`src/rtl/rx_pkg.sv`:
```
// Shared types and sizing helpers for the receive-side frame strip path.
// Defaults mirror the transmitter's frame geometry.
package rx_pkg;

    localparam int N_DEF       = 64;
    localparam int CP_LEN_DEF  = 16;
    localparam int PRB_NUM_DEF = 2;
    localparam int MAX_SYM_DEF = 128;
    localparam int DW_DEF      = 12;

    typedef enum logic [1:0] {
        IDLE = 2'd0,
        PRB  = 2'd1,
        CP   = 2'd2,
        DATA = 2'd3
    } rx_state_t;

    function automatic int prb_len(input int n, input int prb_num);
        return n * prb_num;
    endfunction

    // Wide enough for the longest segment; the terminal counts stay below it.
    function automatic int cnt_width(input int prb_l, input int n, input int cp);
        int m;
        m = prb_l;
        if (n > m) m = n;
        if (cp > m) m = cp;
        if (m < 2) return 1;
        return $clog2(m);
    endfunction

endpackage

```
`src/rtl/rx_seg_counter.sv`:
```
// Segment counter: counts enabled cycles up to a per-segment terminal value,
// then wraps to zero. Load and clear override counting.
module rx_seg_counter #(
    parameter int CW = 7
) (
    input  logic          clk,
    input  logic          reset,
    input  logic          i_clear,
    input  logic          i_load,
    input  logic [CW-1:0] i_load_val,
    input  logic          i_en,
    input  logic [CW-1:0] i_terminal,
    output logic [CW-1:0] o_count,
    output logic          o_last
);

    logic [CW-1:0] r_count;

    assign o_count = r_count;
    assign o_last  = (r_count == i_terminal);

    always_ff @(posedge clk or posedge reset) begin
        if (reset) begin
            r_count <= '0;
        end else if (i_clear) begin
            r_count <= '0;
        end else if (i_load) begin
            r_count <= i_load_val;
        end else if (i_en) begin
            r_count <= o_last ? '0 : r_count + 1'b1;
        end
    end

endmodule

```
`src/rtl/rx_frame_strip.sv`:
```
// Receive frame strip: drops the preamble and each symbol's cyclic prefix,
// forwarding only the useful samples with symbol markers to the RX FFT.
module rx_frame_strip
    import rx_pkg::*;
#(
    parameter int N       = N_DEF,
    parameter int CP_LEN  = CP_LEN_DEF,
    parameter int PRB_NUM = PRB_NUM_DEF,
    parameter int MAX_SYM = MAX_SYM_DEF,
    parameter int DW      = DW_DEF
) (
    input  logic          clk,
    input  logic          reset,
    input  logic          i_new_frame,
    input  logic          i_sof,
    input  logic [7:0]    i_num_sym,
    input  logic [DW-1:0] i_di_re,
    input  logic [DW-1:0] i_di_im,
    input  logic          i_di_vld,
    output logic [DW-1:0] o_do_re,
    output logic [DW-1:0] o_do_im,
    output logic          o_do_vld,
    output logic          o_do_sos,
    output logic          o_do_eos,
    output logic [7:0]    o_sym_idx,
    output logic          o_frame_done,
    output logic          o_busy,
    output logic          o_err_resync
);

    localparam int PRB_LEN = prb_len(N, PRB_NUM);
    localparam int CW      = cnt_width(PRB_LEN, N, CP_LEN);

    localparam logic [CW-1:0] PRB_LAST = CW'(PRB_LEN - 1);
    localparam logic [CW-1:0] CP_LAST  = CW'(CP_LEN - 1);
    localparam logic [CW-1:0] N_LAST   = CW'(N - 1);
    localparam logic [CW-1:0] CNT_ONE  = CW'(1);
    localparam logic [7:0]    MAX_SYM8 = 8'(MAX_SYM);

    rx_state_t     r_state;
    logic [7:0]    r_nsym;
    logic [7:0]    r_sym;

    logic          w_start;
    logic          w_cnt_en;
    logic          w_cnt_last;
    logic [CW-1:0] w_cnt;
    logic [CW-1:0] w_terminal;
    logic [7:0]    w_nsym_clamped;
    logic          w_last_sym;

    // The sof sample itself is preamble sample 0, so a restart loads 1.
    assign w_start        = i_sof & i_di_vld;
    assign w_cnt_en       = i_di_vld & (r_state != IDLE);
    assign w_nsym_clamped = (i_num_sym > MAX_SYM8) ? MAX_SYM8 : i_num_sym;
    assign w_last_sym     = (r_sym == r_nsym - 8'd1);

    always_comb begin
        w_terminal = PRB_LAST;
        unique case (r_state)
            PRB:     w_terminal = PRB_LAST;
            CP:      w_terminal = CP_LAST;
            DATA:    w_terminal = N_LAST;
            default: w_terminal = PRB_LAST;
        endcase
    end

    rx_seg_counter #(
        .CW(CW)
    ) u_seg_counter (
        .clk        (clk),
        .reset      (reset),
        .i_clear    (i_new_frame),
        .i_load     (w_start),
        .i_load_val (CNT_ONE),
        .i_en       (w_cnt_en),
        .i_terminal (w_terminal),
        .o_count    (w_cnt),
        .o_last     (w_cnt_last)
    );

    // busy trails the state by one cycle so it drops after the frame_done pulse.
    always_ff @(posedge clk or posedge reset) begin
        if (reset) begin
            r_state      <= IDLE;
            r_nsym       <= '0;
            r_sym        <= '0;
            o_do_re      <= '0;
            o_do_im      <= '0;
            o_do_vld     <= 1'b0;
            o_do_sos     <= 1'b0;
            o_do_eos     <= 1'b0;
            o_sym_idx    <= '0;
            o_frame_done <= 1'b0;
            o_busy       <= 1'b0;
            o_err_resync <= 1'b0;
        end else if (i_new_frame) begin
            r_state      <= IDLE;
            r_nsym       <= '0;
            r_sym        <= '0;
            o_do_re      <= '0;
            o_do_im      <= '0;
            o_do_vld     <= 1'b0;
            o_do_sos     <= 1'b0;
            o_do_eos     <= 1'b0;
            o_sym_idx    <= '0;
            o_frame_done <= 1'b0;
            o_busy       <= 1'b0;
            o_err_resync <= 1'b0;
        end else begin
            o_do_re      <= '0;
            o_do_im      <= '0;
            o_do_vld     <= 1'b0;
            o_do_sos     <= 1'b0;
            o_do_eos     <= 1'b0;
            o_frame_done <= 1'b0;
            o_err_resync <= 1'b0;
            o_busy       <= (r_state != IDLE);
            o_sym_idx    <= r_sym;

            if (w_start) begin
                r_state      <= PRB;
                r_nsym       <= w_nsym_clamped;
                r_sym        <= '0;
                o_err_resync <= (r_state != IDLE);
            end else if (i_di_vld) begin
                case (r_state)
                    PRB: begin
                        if (w_cnt_last) begin
                            if (r_nsym == 8'd0) begin
                                r_state      <= IDLE;
                                o_frame_done <= 1'b1;
                            end else begin
                                r_state <= CP;
                            end
                        end
                    end
                    CP: begin
                        if (w_cnt_last) begin
                            r_state <= DATA;
                        end
                    end
                    DATA: begin
                        o_do_vld <= 1'b1;
                        o_do_re  <= i_di_re;
                        o_do_im  <= i_di_im;
                        o_do_sos <= (w_cnt == '0);
                        o_do_eos <= w_cnt_last;
                        if (w_cnt_last) begin
                            if (w_last_sym) begin
                                r_state      <= IDLE;
                                r_sym        <= '0;
                                o_frame_done <= 1'b1;
                            end else begin
                                r_state <= CP;
                                r_sym   <= r_sym + 8'd1;
                            end
                        end
                    end
                    default: begin
                    end
                endcase
            end
        end
    end

endmodule

```
`config.mk`:
```
export PLATFORM = sky130hd
export DESIGN_NAME = rx_frame_strip
export DESIGN_NICKNAME = d
export VERILOG_FILES = /design/src/rtl/rx_pkg.sv /design/src/rtl/rx_seg_counter.sv /design/src/rtl/rx_frame_strip.sv
export SDC_FILE = /design/constraint.sdc
export NUM_CORES = 1
export LEC_CHECK = 0
export BUFFER_PORTS_ARGS = -buffer_cell sky130_fd_sc_hd__buf_2
export CORE_ASPECT_RATIO = 1.4
export CORE_MARGIN = 10
export CORE_UTILIZATION = 45
export DETAILED_ROUTE_END_ITERATION = 10
export GPL_TIMING_DRIVEN = 0
export PLACE_DENSITY = 0.81
export SLEW_MARGIN = 20
export SYNTH_ARGS = -nofsm -noshare
export SYNTH_HDL_FRONTEND = slang
export SYNTH_HIERARCHICAL = 1
export SYNTH_SLANG_ARGS = --single-unit
```
`constraint.sdc`:
```
create_clock -name clk -period 7.2 [get_ports clk]
set_input_delay 1.08 -clock clk [delete_from_list [all_inputs] [get_ports clk]]
set_output_delay 1.08 -clock clk [all_outputs]
set_load 0.02 [all_outputs]
```
* Word-level counts from Yosys, hierarchy flattened *
Cells that the tools add are included.

word-level totals
  register bits after elaboration = 63
  output and inout port bits = 38
  word-level logic and storage cells = 93

operators by class
  add/sub/neg operators = 3
  magnitude comparators = 1
  equal/unequal tests = 8
  mux-type cells = 55
  bitwise logic cells = 2
  reduce and logical (&&, ||, !) cells = 11

operator list
  operator                                               count
  2-to-1 mux 12 bit                                      8
  2-to-1 mux 8 bit                                       10
  2-to-1 mux 7 bit                                       4
  2-to-1 mux 1 bit                                       22
  2-to-1 mux 2 bit                                       8
  case mux 7 bit (2 select lines)                        1
  != test 4 x 2 -> 1 bit (second input constant)         3
  nonzero test 3 bit                                     4
  adder 8 x 1 -> 8 bit (second input constant)           1
  == test 8 bit                                          1
  greater-than comparator 8 bit (second input constant)  1
  logical NOT 8 bit                                      1
  subtractor 8 x 1 -> 8 bit (second input constant)      1
  adder 7 x 1 -> 7 bit (second input constant)           1
  == test 7 bit                                          1
  logical NOT 7 bit                                      1
  case mux 2 bit (3 select lines)                        1
  AND reduction 5 bit                                    1
  nonzero test 5 bit                                     1
  == test 2 bit (second input constant)                  2
  nonzero test 2 bit                                     2
  AND reduction 3 bit                                    1
  bitwise AND 1 bit                                      2
  == test 2 x 1 -> 1 bit (second input constant)         1
  case mux 1 bit (2 select lines)                        1

* Logic depth before layout (Yosys ltp) *
  depth in word-level cells = 8
  gate-level depth with buffers = 12

* Modules after synthesis *
The synthesis kept the hierarchy.

modules (own cells, without submodules)
  module          instances  cells an instance  area each (um^2)  sequential area each (um^2)
  rx_frame_strip  1          236                2513.7            1401.3
  rx_seg_counter  1          72                 579.3             175.2

* Least setup slack after synthesis *
OpenSTA, ideal clock, no wires.

  path type = input-to-reg
  from = input i_di_vld
  to = register o_do_re[10]
  library setup time = 66 ps
  arrival time = 2324 ps
  required time = 7134 ps
  path slack = 4810 ps
  cell stages on the path = 8
  path buffers = 2
  cell sequence = clkbuf_1 > nand2_2 > inv_1 > nor2_4 > nand3_1 > nor2_1 > clkbuf_1 > and2_1

between the ends
  cells in the longest elaborated chain, start to end = 3
  elaborated cells between the ends (all ways) = 4

ends and longest elaborated chain
  element               RTL line               text
  start, declared       rx_frame_strip.sv:19   input logic i_di_vld,
  bitwise AND 1 bit     rx_frame_strip.sv:53   assign w_start = i_sof & i_di_vld;
  named net w_start     rx_frame_strip.sv:44   logic w_start;
  2-to-1 mux 12 bit     rx_frame_strip.sv:121  if (w_start) begin
  2-to-1 mux 12 bit     rx_frame_strip.sv:97   end else if (i_new_frame) begin
  end signal, assigned  rx_frame_strip.sv:145  o_do_re <= i_di_re;
  end, declared         rx_frame_strip.sv:20   output logic [DW-1:0] o_do_re,

The timed path passes the listed nets, and every way through them passes these cells.
A chain may end at the register's enable or synchronous reset.

* Worst setup path after layout *
  from = register r_state[0]
  to = register r_sym[7]

between the ends
  cells in the longest elaborated chain, start to end = 5
  elaborated cells between the ends (all ways) = 7

ends and longest elaborated chain
  element                                   RTL line               text
  start, declared                           rx_frame_strip.sv:40   rx_state_t r_state;
  start signal, assigned                    rx_frame_strip.sv:85   r_state <= IDLE;
  start signal, assigned                    rx_frame_strip.sv:98   r_state <= IDLE;
  start signal, assigned                    rx_frame_strip.sv:122  r_state <= PRB;
  == test 2 bit                             rx_frame_strip.sv:60   unique case (r_state)
  case mux 7 bit (2 select lines) (*)       rx_frame_strip.sv:60
  named net w_terminal[4]                   rx_frame_strip.sv:48   logic [CW-1:0] w_terminal;
  == test 7 bit (*)                         rx_seg_counter.sv:20   assign o_last = (r_count == i_terminal);
  named net w_cnt_last                      rx_frame_strip.sv:46   logic w_cnt_last;
  nonzero test 3 bit (no source line) (*)   --
  AND reduction 3 bit (no source line) (*)  --
  end signal, assigned                      rx_frame_strip.sv:156  r_sym <= r_sym + 8'd1;
  end, declared                             rx_frame_strip.sv:42   logic [7:0] r_sym;

The timed path passes the listed nets; every way through them passes the cells marked *.

==> summary.txt <==
Setup path
  • Critical path required time: roughly 7.5 ns
  • CP endpoint kind: flop
  • Worst reg-to-reg setup slack: 4.42 ns
  • CP Class: reg2reg
  • Crit path launch type: flop
  • R2R cell count: 12
  • Peak fanout along the critical path: 10
  • Arrival @ worst endpoint: 3.03 ns

Synth
  • Mux cell area share after synthesis: 0.324%
  • Compound-Gate Fraction of Synth Area: 13.3%
  • Synth unique cells: 53
  • Syn avg cell area: approximately 10 um2
  • Yosys reg bits: 63
  • Post-Syn Instances: 308
  • Simple-gate share of the synthesized area: 24.4%
  • Mapped Area: 0.00309 mm2
  • Sequential cell area fraction in the yosys report: 51.0%
  • Yosys warnings: 6
  • Post-Synth Adder-Cell Area: between 1.5 and 2%
  • Largest family of logic cells by synthesized area: simple AND/OR/NAND/NOR gates
  • Async SR Flop Fraction: between 90% and 100%
  • XOR/XNOR Fraction of Synth Area: 5.38%
  • EDFF count, synth: 0
  • Ys flop type: dfrtp_1

Layout
  • Core Util, Final: 56.9%
  • Most common cell after layout, fill and taps aside: buf_2
  • Nets: roughly 440
  • Layout cell share with drive strength beyond 1: 27.1%
  • Commonest non-fill, non-tap cells in the layout: 77 x buf_2, 63 x dfrtp_1, 28 x nand2_1
  • P&R area growth vs syn: 22.5%
  • # diodes: 0
  • Fill cell total of the finished layout: 637

Timing
  • Slew Viols, Final: 0
  • Final TNS setup: 0 ns
  • Hold Vio Cnt, Final: 0
  • Post-route clock period utilization: 38.6%
  • Worst-Margin Slew: 0.691 ns
  • Clock Skews: 0.00619 ns
  • Fmax: ~360 MHz
  • Relative slew slack: 53.9%
  • # setup viols final: 0
  • Min cycle time layout: approximately 2.8 ns
  • Hold_ws: 0.567 ns
  • Final worst slack: around 4.4 ns
  • Unrepaired setup endpoints after global routing: false

Floorplanning
  • Core area: 0.00666 mm2
  • Die area: 0.0106 mm2
  • Core Rows: 35
  • Die X: 90.1 um
  • Die Span Y: 118 um
  • Initial Utilization: 46.5%
  • IO Pins: 75

CTS
  • Root Buffer: clkbuf_8
  • Worst skew pair latency: 0.35 ns
  • CTS tree: done
  • Clock Sink Count: 63
  • Num CTS Buffers: 9
  • Resized cells post-CTS: 0
  • Worst-path clk slew: 0.08 ns
  • H-tree levels: 3
  • Post-CTS setup buffers: 0
  • Clock Path Buffers: 2
  • CTS Hold Bufs: 0

Placed design
  • RD Place Congestion: 0.872
  • Port bufs: 73
  • Pre-CTS WS: between 4 and 5 ns
  • HPWL after DPL: 5620 um

Global routing
  • GRT Overall Usage: 14.2%
  • Grt ovf: 0
  • Largest net degree at the start of global routing: 57
  • Vias in the first global route: around 2600
  • Initial antenna violation count: 0
  • First-pass GRT wire length: 12300 um

Power
  • Overall power: 722 uW
  • PD cells: about 190 mW/mm2
  • Maximum VDD drop: 96.0 uV
  • Leak: 1.90 nW

Min path
  • Worst min-delay path category: reg2reg
  • Worst hold path depth: 2

Flow run
  • # Max-Cap Violations: 0

Drt
  • DR vias/cell: 5.05
  • DR WL/cell: 14.8 um
  • DR vias: approximately 2500
  • Drt pass-1 iters: 4
  • Residual DRC: 0
  • DRT iter0 DRCs: 114
  • Post-DRT Antenna Nets: 0
  • Routed WL: about 7400 um

Run status
  • Status: finished, final reports clean
path summary, 6_finish.rpt:
path                                         from                                   end
setup / recovery           r_state[0]$_DFFE_PP0P_                  r_sym[7]$_DFFE_PP0P_
hold / removal              r_nsym[7]$_DFFE_PP0N_                 r_nsym[7]$_DFFE_PP0N_
setup reg to reg           r_state[0]$_DFFE_PP0P_                  r_sym[7]$_DFFE_PP0P_
hold reg to reg             r_nsym[7]$_DFFE_PP0N_                 r_nsym[7]$_DFFE_PP0N_
max in group asynchronous                   reset                o_sym_idx[3]$_DFF_PP0_
min in group asynchronous                   reset  u_seg_counter/o_count[6]$_DFFE_PP0P_
final cells by class:
class | count | area (um2) | area share (%)
Clock inverter | 7 | 55.1 | 1.45
Tap cell | 92 | 115 | 3.04
Inverter | 15 | 58.8 | 1.55
Clock buffer | 9 | 124 | 3.27
Sequential cell | 63 | 1580 | 41.6
Timing Repair Buffer | 73 | 365 | 9.64
Multi-Input combinational cell | 226 | 1430 | 37.8
Buffer | 13 | 61.3 | 1.62
stage by stage:
step	instance area [um2]	std cells
after floorplan	3130	317
after global placement	3610	482
after detailed placement	3610	482
after CTS	3790	498
after global routing	3790	498
final	3790	498
report_power, final:
part / switching (mW) / internal, mW / total (mW)
registers: 0.0102 / 0.360 / 0.371
logic: 0.0433 / 0.0283 / 0.0716
clock network: 0.152 / 0.128 / 0.280
total: 0.205 / 0.517 / 0.722
routing by layer:
| metal | track usage, % | wire length, um |
|---|---|---|
| met1 | 13.3 | 2630 |
| met2 | 26.4 | 4050 |
| met3 | 4.40 | 414 |
| met4 | 7.88 | 260 |
| met5 | 0 | 0 |
cells in the mapped netlist, types with 3 or more instances:
master | number | share of area (%)
nor3b_1 | 4 | 0.97
o21ai_0 | 10 | 1.6
o211ai_1 | 6 | 1.5
ha_1 | 4 | 1.6
dfrtp_1 | 63 | 51
buf_2 | 4 | 0.65
nand4_1 | 5 | 1.0
nor2b_1 | 12 | 2.4
nor3_1 | 6 | 0.97
clkbuf_1 | 8 | 0.97
nand2_1 | 28 | 3.4
o22ai_1 | 3 | 0.61
a211oi_1 | 4 | 0.97
nor2_1 | 20 | 2.4
xor2_1 | 13 | 3.7
and3_1 | 3 | 0.61
xnor2_1 | 6 | 1.7
nand3_1 | 13 | 2.1
inv_1 | 15 | 1.8
and2_1 | 26 | 5.3
nor4_1 | 6 | 1.2
a21oi_1 | 9 | 1.5
flip-flops by register name, summed over array words and instances, names as in the netlist:
name and flops:
o_busy 1, o_do_eos 1, o_do_im 12, o_do_re 12, o_do_sos 1, o_do_vld 1
o_err_resync 1, o_frame_done 1, o_sym_idx 8, r_nsym 8, r_state 2, r_sym 8
u_seg_counter/o_count 7
logic make-up after synthesis:
kind of cell             count (synthesis)
adder cells (fa/ha/maj)                  4
buffers and inverters                   28
other                                    2
XOR/XNOR                                19
AO/OA/AOI/OAI                           53
AND/OR/NAND/NOR                        138
multiplexers                             1
flip-flops                              63
worst max-delay path: stages (launching register included):
cell and delay (ns):
dfrtp_1 0.47, nand2b_1 0.24, xor2_1 0.19, nor4_2 0.06
nand2_1 0.10, buf_6 0.15, inv_1 0.08, a31o_2 0.25
a21oi_1 0.57, nor2_1 0.14, nand3_1 0.14, xor2_1 0.07
a211oi_1 0.22
(Power assumes the default switching activity.)
